==> config.mk <==
export PLATFORM = sky130hd
export DESIGN_NAME = os_systolic_tile
export DESIGN_NICKNAME = d
export VERILOG_FILES = /design/src/rtl/os_systolic_tile.sv
export SDC_FILE = /design/constraint.sdc
export NUM_CORES = 2
export LEC_CHECK = 0
export ABC_CLOCK_PERIOD_IN_PS = 6500
export BUFFER_PORTS_ARGS = -buffer_cell sky130_fd_sc_hd__buf_2
export CELL_PAD_IN_SITES_DETAIL_PLACEMENT = 0
export CELL_PAD_IN_SITES_GLOBAL_PLACEMENT = 1
export CORE_ASPECT_RATIO = 0.7
export CORE_MARGIN = 1
export CORE_UTILIZATION = 53
export CTS_CLUSTER_SIZE = 8
export DETAILED_ROUTE_END_ITERATION = 8
export PLACE_DENSITY = 0.86
export SYNTH_ARGS = -nofsm -noshare
export SYNTH_HDL_FRONTEND = slang
export SYNTH_SLANG_ARGS = --single-unit
==> constraint.sdc <==
create_clock -name i_clk -period 6.5 [get_ports i_clk]
set_input_delay 0.975 -clock i_clk [delete_from_list [all_inputs] [get_ports i_clk]]
set_output_delay 0.975 -clock i_clk [all_outputs]
set_load 0.005 [all_outputs]
==> src/rtl/os_systolic_tile.sv <==
// Output-stationary signed MAC tile: internal diagonal skew, self-sequenced
// IDLE/COMPUTE/FLUSH/DRAIN, row-per-cycle valid/ready drain with optional ReLU.
//
// state   | meaning
// --------+-----------------------------------------------------------
// IDLE    | waiting for i_start; accumulators cleared on start
// COMPUTE | o_ready=1, accepting k_len slices into the skew network
// FLUSH   | S_HEIGHT+S_WIDTH-1 cycles for the last slice to reach the far PE
// DRAIN   | o_valid=1, one accumulator row per i_ready handshake
module os_systolic_tile #(
    parameter int DATA_WIDTH = 8,
    parameter int S_HEIGHT   = 4,
    parameter int S_WIDTH    = 4,
    parameter int MAX_K      = 64,
    parameter int ACC_WIDTH  = 2*DATA_WIDTH + $clog2(MAX_K)
) (
    input  logic                                         i_clk,
    input  logic                                         i_rst,
    input  logic                                         i_start,
    input  logic [$clog2(MAX_K+1)-1:0]                   i_k_len,
    input  logic                                         i_relu_en,
    input  logic                                         i_valid,
    output logic                                         o_ready,
    input  logic [S_HEIGHT*DATA_WIDTH-1:0]               i_ifmap,
    input  logic [S_WIDTH*DATA_WIDTH-1:0]                i_weight,
    output logic                                         o_valid,
    input  logic                                         i_ready,
    output logic [S_WIDTH*ACC_WIDTH-1:0]                 o_ofmap,
    output logic [((S_HEIGHT>1)?$clog2(S_HEIGHT):1)-1:0] o_row,
    output logic                                         o_last,
    output logic                                         o_busy,
    output logic                                         o_done
);

    localparam int KW   = $clog2(MAX_K+1);
    localparam int RW   = (S_HEIGHT > 1) ? $clog2(S_HEIGHT) : 1;
    localparam int FW   = $clog2(S_HEIGHT+S_WIDTH);
    localparam int A_SK = (S_HEIGHT > 1) ? S_HEIGHT*(S_HEIGHT-1)/2 : 1;
    localparam int B_SK = (S_WIDTH > 1) ? S_WIDTH*(S_WIDTH-1)/2 : 1;

    typedef enum logic [1:0] {IDLE, COMPUTE, FLUSH, DRAIN} state_t;

    state_t          state;
    logic [KW-1:0]   k_rem;
    logic [FW-1:0]   flush_cnt;
    logic [RW-1:0]   ptr;
    logic            relu_q;
    logic            ready_q;
    logic            valid_q;
    logic            busy_q;
    logic            done_q;

    logic [KW-1:0]   k_eff;
    logic            accept;
    logic            clr_acc;

    assign k_eff   = (i_k_len > KW'(MAX_K)) ? KW'(MAX_K) : i_k_len;
    assign accept  = i_valid && ready_q;
    assign clr_acc = (state == IDLE) && i_start;

    always_ff @(posedge i_clk) begin
        if (i_rst) begin
            state     <= IDLE;
            k_rem     <= '0;
            flush_cnt <= '0;
            ptr       <= '0;
            relu_q    <= 1'b0;
            ready_q   <= 1'b0;
            valid_q   <= 1'b0;
            busy_q    <= 1'b0;
            done_q    <= 1'b0;
        end else begin
            done_q <= 1'b0;
            case (state)
                IDLE: begin
                    if (i_start) begin
                        k_rem  <= k_eff;
                        relu_q <= i_relu_en;
                        busy_q <= 1'b1;
                        ptr    <= '0;
                        if (k_eff == '0) begin
                            state   <= DRAIN;
                            valid_q <= 1'b1;
                        end else begin
                            state   <= COMPUTE;
                            ready_q <= 1'b1;
                        end
                    end
                end
                COMPUTE: begin
                    if (accept) begin
                        k_rem <= k_rem - KW'(1);
                        if (k_rem == KW'(1)) begin
                            state     <= FLUSH;
                            ready_q   <= 1'b0;
                            flush_cnt <= FW'(S_HEIGHT+S_WIDTH-2);
                        end
                    end
                end
                FLUSH: begin
                    // down-counter reaching zero marks the far PE's last update edge
                    if (flush_cnt == '0) begin
                        state   <= DRAIN;
                        valid_q <= 1'b1;
                        ptr     <= '0;
                    end else begin
                        flush_cnt <= flush_cnt - FW'(1);
                    end
                end
                DRAIN: begin
                    if (i_ready) begin
                        if (ptr == RW'(S_HEIGHT-1)) begin
                            state   <= IDLE;
                            valid_q <= 1'b0;
                            busy_q  <= 1'b0;
                            done_q  <= 1'b1;
                            ptr     <= '0;
                        end else begin
                            ptr <= ptr + RW'(1);
                        end
                    end
                end
                default: state <= IDLE;
            endcase
        end
    end

    // Skew lines packed as triangles: lane r occupies r entries starting at r*(r-1)/2.
    logic [DATA_WIDTH-1:0] a_sk   [A_SK];
    logic                  a_sk_v [A_SK];
    logic [DATA_WIDTH-1:0] b_sk   [B_SK];
    logic                  b_sk_v [B_SK];

    always_ff @(posedge i_clk) begin
        if (i_rst) begin
            for (int i = 0; i < A_SK; i++) begin
                a_sk[i]   <= '0;
                a_sk_v[i] <= 1'b0;
            end
            for (int i = 0; i < B_SK; i++) begin
                b_sk[i]   <= '0;
                b_sk_v[i] <= 1'b0;
            end
        end else begin
            for (int r = 1; r < S_HEIGHT; r++) begin
                a_sk[r*(r-1)/2]   <= i_ifmap[r*DATA_WIDTH +: DATA_WIDTH];
                a_sk_v[r*(r-1)/2] <= accept;
                for (int i = 1; i < r; i++) begin
                    a_sk[r*(r-1)/2+i]   <= a_sk[r*(r-1)/2+i-1];
                    a_sk_v[r*(r-1)/2+i] <= a_sk_v[r*(r-1)/2+i-1];
                end
            end
            for (int c = 1; c < S_WIDTH; c++) begin
                b_sk[c*(c-1)/2]   <= i_weight[c*DATA_WIDTH +: DATA_WIDTH];
                b_sk_v[c*(c-1)/2] <= accept;
                for (int i = 1; i < c; i++) begin
                    b_sk[c*(c-1)/2+i]   <= b_sk[c*(c-1)/2+i-1];
                    b_sk_v[c*(c-1)/2+i] <= b_sk_v[c*(c-1)/2+i-1];
                end
            end
        end
    end

    logic [DATA_WIDTH-1:0]        a_edge  [S_HEIGHT];
    logic                         av_edge [S_HEIGHT];
    logic [DATA_WIDTH-1:0]        b_edge  [S_WIDTH];
    logic                         bv_edge [S_WIDTH];

    logic [DATA_WIDTH-1:0]        a_pipe  [S_HEIGHT][S_WIDTH];
    logic                         av_pipe [S_HEIGHT][S_WIDTH];
    logic [DATA_WIDTH-1:0]        b_pipe  [S_HEIGHT][S_WIDTH];
    logic                         bv_pipe [S_HEIGHT][S_WIDTH];
    logic [DATA_WIDTH-1:0]        a_src   [S_HEIGHT][S_WIDTH];
    logic                         av_src  [S_HEIGHT][S_WIDTH];
    logic [DATA_WIDTH-1:0]        b_src   [S_HEIGHT][S_WIDTH];
    logic                         bv_src  [S_HEIGHT][S_WIDTH];
    logic signed [2*DATA_WIDTH-1:0] prod  [S_HEIGHT][S_WIDTH];
    logic signed [ACC_WIDTH-1:0]  acc     [S_HEIGHT][S_WIDTH];

    always_comb begin
        a_edge[0]  = i_ifmap[DATA_WIDTH-1:0];
        av_edge[0] = accept;
        for (int r = 1; r < S_HEIGHT; r++) begin
            a_edge[r]  = a_sk[r*(r-1)/2+r-1];
            av_edge[r] = a_sk_v[r*(r-1)/2+r-1];
        end
        b_edge[0]  = i_weight[DATA_WIDTH-1:0];
        bv_edge[0] = accept;
        for (int c = 1; c < S_WIDTH; c++) begin
            b_edge[c]  = b_sk[c*(c-1)/2+c-1];
            bv_edge[c] = b_sk_v[c*(c-1)/2+c-1];
        end
    end

    always_comb begin
        for (int r = 0; r < S_HEIGHT; r++) begin
            a_src[r][0]  = a_edge[r];
            av_src[r][0] = av_edge[r];
            for (int c = 1; c < S_WIDTH; c++) begin
                a_src[r][c]  = a_pipe[r][c-1];
                av_src[r][c] = av_pipe[r][c-1];
            end
        end
        for (int c = 0; c < S_WIDTH; c++) begin
            b_src[0][c]  = b_edge[c];
            bv_src[0][c] = bv_edge[c];
            for (int r = 1; r < S_HEIGHT; r++) begin
                b_src[r][c]  = b_pipe[r-1][c];
                bv_src[r][c] = bv_pipe[r-1][c];
            end
        end
        for (int r = 0; r < S_HEIGHT; r++) begin
            for (int c = 0; c < S_WIDTH; c++) begin
                prod[r][c] = $signed(a_pipe[r][c]) * $signed(b_pipe[r][c]);
            end
        end
    end

    always_ff @(posedge i_clk) begin
        for (int r = 0; r < S_HEIGHT; r++) begin
            for (int c = 0; c < S_WIDTH; c++) begin
                if (i_rst) begin
                    a_pipe[r][c]  <= '0;
                    av_pipe[r][c] <= 1'b0;
                    b_pipe[r][c]  <= '0;
                    bv_pipe[r][c] <= 1'b0;
                    acc[r][c]     <= '0;
                end else begin
                    a_pipe[r][c]  <= a_src[r][c];
                    av_pipe[r][c] <= av_src[r][c];
                    b_pipe[r][c]  <= b_src[r][c];
                    bv_pipe[r][c] <= bv_src[r][c];
                    if (clr_acc) begin
                        acc[r][c] <= '0;
                    end else if (av_pipe[r][c] && bv_pipe[r][c]) begin
                        acc[r][c] <= acc[r][c] + ACC_WIDTH'(prod[r][c]);
                    end
                end
            end
        end
    end

    always_comb begin
        o_ofmap = '0;
        if (valid_q) begin
            for (int c = 0; c < S_WIDTH; c++) begin
                if (relu_q && acc[ptr][c][ACC_WIDTH-1]) begin
                    o_ofmap[c*ACC_WIDTH +: ACC_WIDTH] = '0;
                end else begin
                    o_ofmap[c*ACC_WIDTH +: ACC_WIDTH] = acc[ptr][c];
                end
            end
        end
    end

    assign o_ready = ready_q;
    assign o_valid = valid_q;
    assign o_row   = ptr;
    assign o_last  = valid_q && (ptr == RW'(S_HEIGHT-1));
    assign o_busy  = busy_q;
    assign o_done  = done_q;

endmodule
# == After elaboration in Yosys (flattened, before gate mapping) ==
# Memories as Yosys holds them, arrays and structs flattened. A register that Yosys moved wholly into a read port is not among the register bits.
# Cells that the tools add are included.
# Widths: inputs -> output; s select.
# totals
output_inout_bits,95
mem_count,9
word_cells,461
register_bits,19
mem_bits_rw,748
in_bits,77
# classes
add_sub_neg,19
mux,232
bitwise,122
n_mul,16
eq_ne,14
magnitude_cmp,1
reduce_logical,39
# memory_table
name,words,width,read_ports,rd_ports_with_merged_regs,write_ports,line,text
acc,4,88,5,1,4,178,logic signed [ACC_WIDTH-1:0] acc [S_HEIGHT][S_WIDTH];
a_pipe,4,32,4,0,4,169,logic [DATA_WIDTH-1:0] a_pipe [S_HEIGHT][S_WIDTH];
b_pipe,4,32,4,0,4,171,logic [DATA_WIDTH-1:0] b_pipe [S_HEIGHT][S_WIDTH];
a_sk,6,8,6,0,6,129,logic [DATA_WIDTH-1:0] a_sk [A_SK];
b_sk,6,8,6,0,6,131,logic [DATA_WIDTH-1:0] b_sk [B_SK];
av_pipe,4,4,4,0,4,170,logic av_pipe [S_HEIGHT][S_WIDTH];
+3 memories,n/a,n/a,n/a,n/a,n/a,n/a,
# op_table
cell,count
$mux 22,36
$add 22x16->22,16
$mux 8,44
$mul 8x8->16,16
$mux 1,125
$or 1x1->1,120
$mux 88,1
$mux 2,13
$logic_and 1x1->1,23
$mux 7,3
$ne 2x2->1 const B,8
$pmux 7 s2,1
$reduce_and 4->1,3
$reduce_and 6->1,2
$mux 3,3
$pmux 2 s4,1
$eq 7x1->1 const B,1
$gt 7x7->1 const B,1
$logic_not 7->1,1
$sub 7x1->7 const B,1
$eq 2x2->1 const B,3
$pmux 2 s3,1
$pmux 3 s2,1
$reduce_bool 2->1,3
14 further kinds,16

# == Depth between registers and ports, before layout ==
# depth
depth_word,7
ltp_mapped,20
depth_no_buf,19

# == Least setup slack after synthesis ==
# No wires, ideal clock.
# synth_timing
kind,reg-to-reg
from,memory a_pipe[3][23] (netlist bit)
to,memory acc[3][61] (netlist bit) (data pin)
setup_slack_ns,0.885
arrival_time_ns,5.346
synth_period_minus_slack_ns,5.615
required_time_ns,6.230
setup_time_ns,0.270
path_buffers,1
stages_incl_launch_ff,18
cell_sequence,dfxtp_1 > clkbuf_1 > and2_1 > inv_1 > fa_1 > inv_1 > fa_1 > fa_1 > fa_1 > fa_1 > ha_1 > o21a_1 > o21ai_0 > nand2b_1 > a311o_1 > a2111o_1 > o311ai_1 > nor3_1
# synth_rtl
item,line
"start, declared",169
"end, declared",178

==> flow_summary.ini <==
[status]
status = finished clean

[synthesis]
ys_top_cells_by_area = fa_1, edfxtp_1, ha_1
ys_seq_area_share_pct = 20.98
ys_ff_latch = 732
syn_area_per_cell_sq_um = 10.76
synth_warnings = 0
synth_top_area_cell = fa_1
synth_edf_count = 352
syn_inst = 8051
synth_top_area_share_pct = 35.49
syn_nets = 10470
yosysUniqueCellTypes = 78
ys.flop_type = dfxtp_1
synth_area_sq_um = 86650
async_flop_share_pct = 0

[grt]
grt_pass1_wl_microns = 353900
grt-ovfl-total = 0
antenna_found_initial = 20
grt_pass1_vias = 59910
grt_max_degree = 171
track_usage_pct = 27.96

[floorplanning]
core-area_sq_um = 161400
die_area_sq_um = 165100
die_w_microns = 485.3
ios = 172
start_util_pct = 53.67
die_h_microns = 340.3
placementRows = 123

[pwr]
power.density_nw_per_um2 = 176.3
power_leakage_nw = 47.41
vdd_drop_max_mv = 0.1964
power_mw = 16.42

[clocking]
cts_buffers = 104
cts_tree = built
clockBufferDepth = 3
cts.clk_slew.worst_paths_ps = 60
htree_levels = 3
postCtsHoldBufs = 0
worst_skew_pair.late_latency_ps = 770
cts-resized-gates = 0
cts_setup_buffers = 0
cts.sinks = 732
root_buffer = clkbuf_16

[sta]
period_share_pct = 89.88
finalHoldViolations = 0
finalMaxSlewViolations = 0
tightest_slew_ps = 1121
fin_worst_skew_ps = 63.37
setup_viol = 0
finalSetupTns_ps = 0
grt_setup_unrepaired = no
slew_headroom_pct = 25.26
setup_slack_ps = 658.0
max_freq_mhz = 171.2
fin_crit_ps = 5842

[critical_path]
crit_top_cell = fa_1
cp_slowest_cell = and2_1
cp_data_arrival_time_ps = 6310
max_stage_delay_ps = 760
worstPathRequired_ps = 6960
worst_setup_path_start_kind = flop
worstSetupPathType = reg2reg
end_kind = flop
crit_buf_inv = 2
path_max_fanout = 15
cpLargestDelayFamily = adder cells
r2r_slack_ps = 660
crit_chain = and2_1 > fa_1 > fa_1 > inv_1 > fa_1 > fa_1 > inv_1 > fa_1 > ha_1 > a211o_1 > o211ai_1 > a211oi_1 > o211ai_1 > a21oi_1 > o21ai_0 > nor3b_1

[final_layout]
fillCellCount = 13480
area_delta_synth_final_pct = 7.468
layout-drive-gt1-share_pct = 6.017
post-route-util_pct = 57.68
final_cell_mix = fa_1, inv_1, ha_1, and2_1, nand2_1
fin_nets = 10630
layout_commonest_cell = fa_1

[placed_design]
place_ws_ps = 753.8
place.gp.congestion = 0.9400
portBuffers = 171
hpwlAfterDp_microns = 184000

[drt]
routed-via-count = 57510
drc = 0
wl_microns = 221700
ant_nets = 0
drt_iter0_markers = 4735
routedWlPerCell_microns = 21.27
routed_via_density = 5.516
firstDrtPassIters = 5

[flow_run]
max-cap-violations = 0

[worst_hold_path]
worst_hold_path_type = reg2reg
==> stage by stage <==
stage / instance area [sq um] / std cells / hold WS (ps)
finish: 93120 / 10430 / 418.8
CTS: 93110 / 10420 / 378.7
floorplan: 86650 / 8051 / 413.8
global route: 93110 / 10420 / 398.9
detailed placement: 89990 / 10230 / 423.1
global placement: 89990 / 10230 / 420.8
==> power breakdown <==
group	switching, mW	internal, mW	leakage [nW]
clock network	2.31	3.06	1.48
logic	2.87	2.00	39.0
registers	0.770	5.41	6.91
total	5.95	10.5	47.4
==> path summary, 6_finish.rpt <==
check | endpoint | cells after the start | from
max | acc[1][64] | 16 | b_pipe[1][16]
min reg2reg | a_pipe[2][27] | 1 | a_sk[2][3]
min | a_pipe[2][27] | 1 | a_sk[2][3]
max reg2reg | acc[1][64] | 16 | b_pipe[1][16]
==> state kept, by name, indices dropped and copies added, names as in the netlist, 2 cells and up, named ones only <==
signal,flops
a_pipe,128
b_sk,48
bv_pipe,7
acc,352
b_pipe,128
state,2
a_sk,48
flush_cnt,3
k_rem,7
o_row,2
==> worst reg2reg max path, cell delays in order, from the launching register on <==
cell	delay, ps
dfxtp_1	490
and2_1	760
fa_1	590
fa_1	520
inv_1	60
fa_1	480
fa_1	500
inv_1	60
fa_1	490
ha_1	240
a211o_1	120
o211ai_1	180
a211oi_1	400
o211ai_1	180
a21oi_1	230
o21ai_0	100
nor3b_1	140
==> routing by layer <==
metal,part of all wire (%),track usage (%),up-vias,routed length (microns)
met1,47,43.95,29430,104600
met5,0.015,0,-,34
li1,-,-,25780,-
met2,40,37.95,2081,88850
met4,1.8,5.298,6,4066
met3,11,8.166,215,24240
==> cells in the mapped netlist, types with 10 or more instances <==
master,instances
a211oi_1,47
nand2b_1,59
nor2b_1,471
buf_1,14
nand2_1,506
fa_1,1536
a21oi_1,171
nand4_1,13
o21bai_1,29
o21a_1,59
mux2_2,15
inv_1,1452
mux4_2,88
or3_1,11
nand3_1,36
xor2_1,116
clkbuf_1,155
mux2i_1,12
and2_1,533
nor3b_1,11
o21ai_0,108
and3_1,197
a31oi_1,22
dfxtp_1,380
o31ai_1,10
a21o_1,91
nor3_1,51
nor2_1,325
edfxtp_1,352
xnor2_1,199
ha_1,810
o211ai_1,19
==> final cells by class <==
type | instances | area (sq um) | area share [%]
timing repair buffer | 228 | 1306 | 1.403
clock inverter | 10 | 171.4 | 0.1841
antenna | 7 | 17.52 | 0.01881
clock buffer | 182 | 2945 | 3.163
sequential | 732 | 18190 | 19.53
tap | 2125 | 2659 | 2.855
inverter | 1452 | 5450 | 5.853
multi-input combinational | 5689 | 62380 | 66.99
==> kinds of logic (layout without fill, tap and decap cells) <==
group	after synthesis	in the layout	share of synthesized area [%]
mux	115	115	2.621
other cells	0	7	0
simple gates	2246	2246	13.74
fa+ha+maj	2346	2346	47.18
flops	732	732	20.98
compound gates	667	667	5.220
buf+inv	1630	1872	7.074
xor+xnor	315	315	3.184
(Power assumes the default switching activity.)
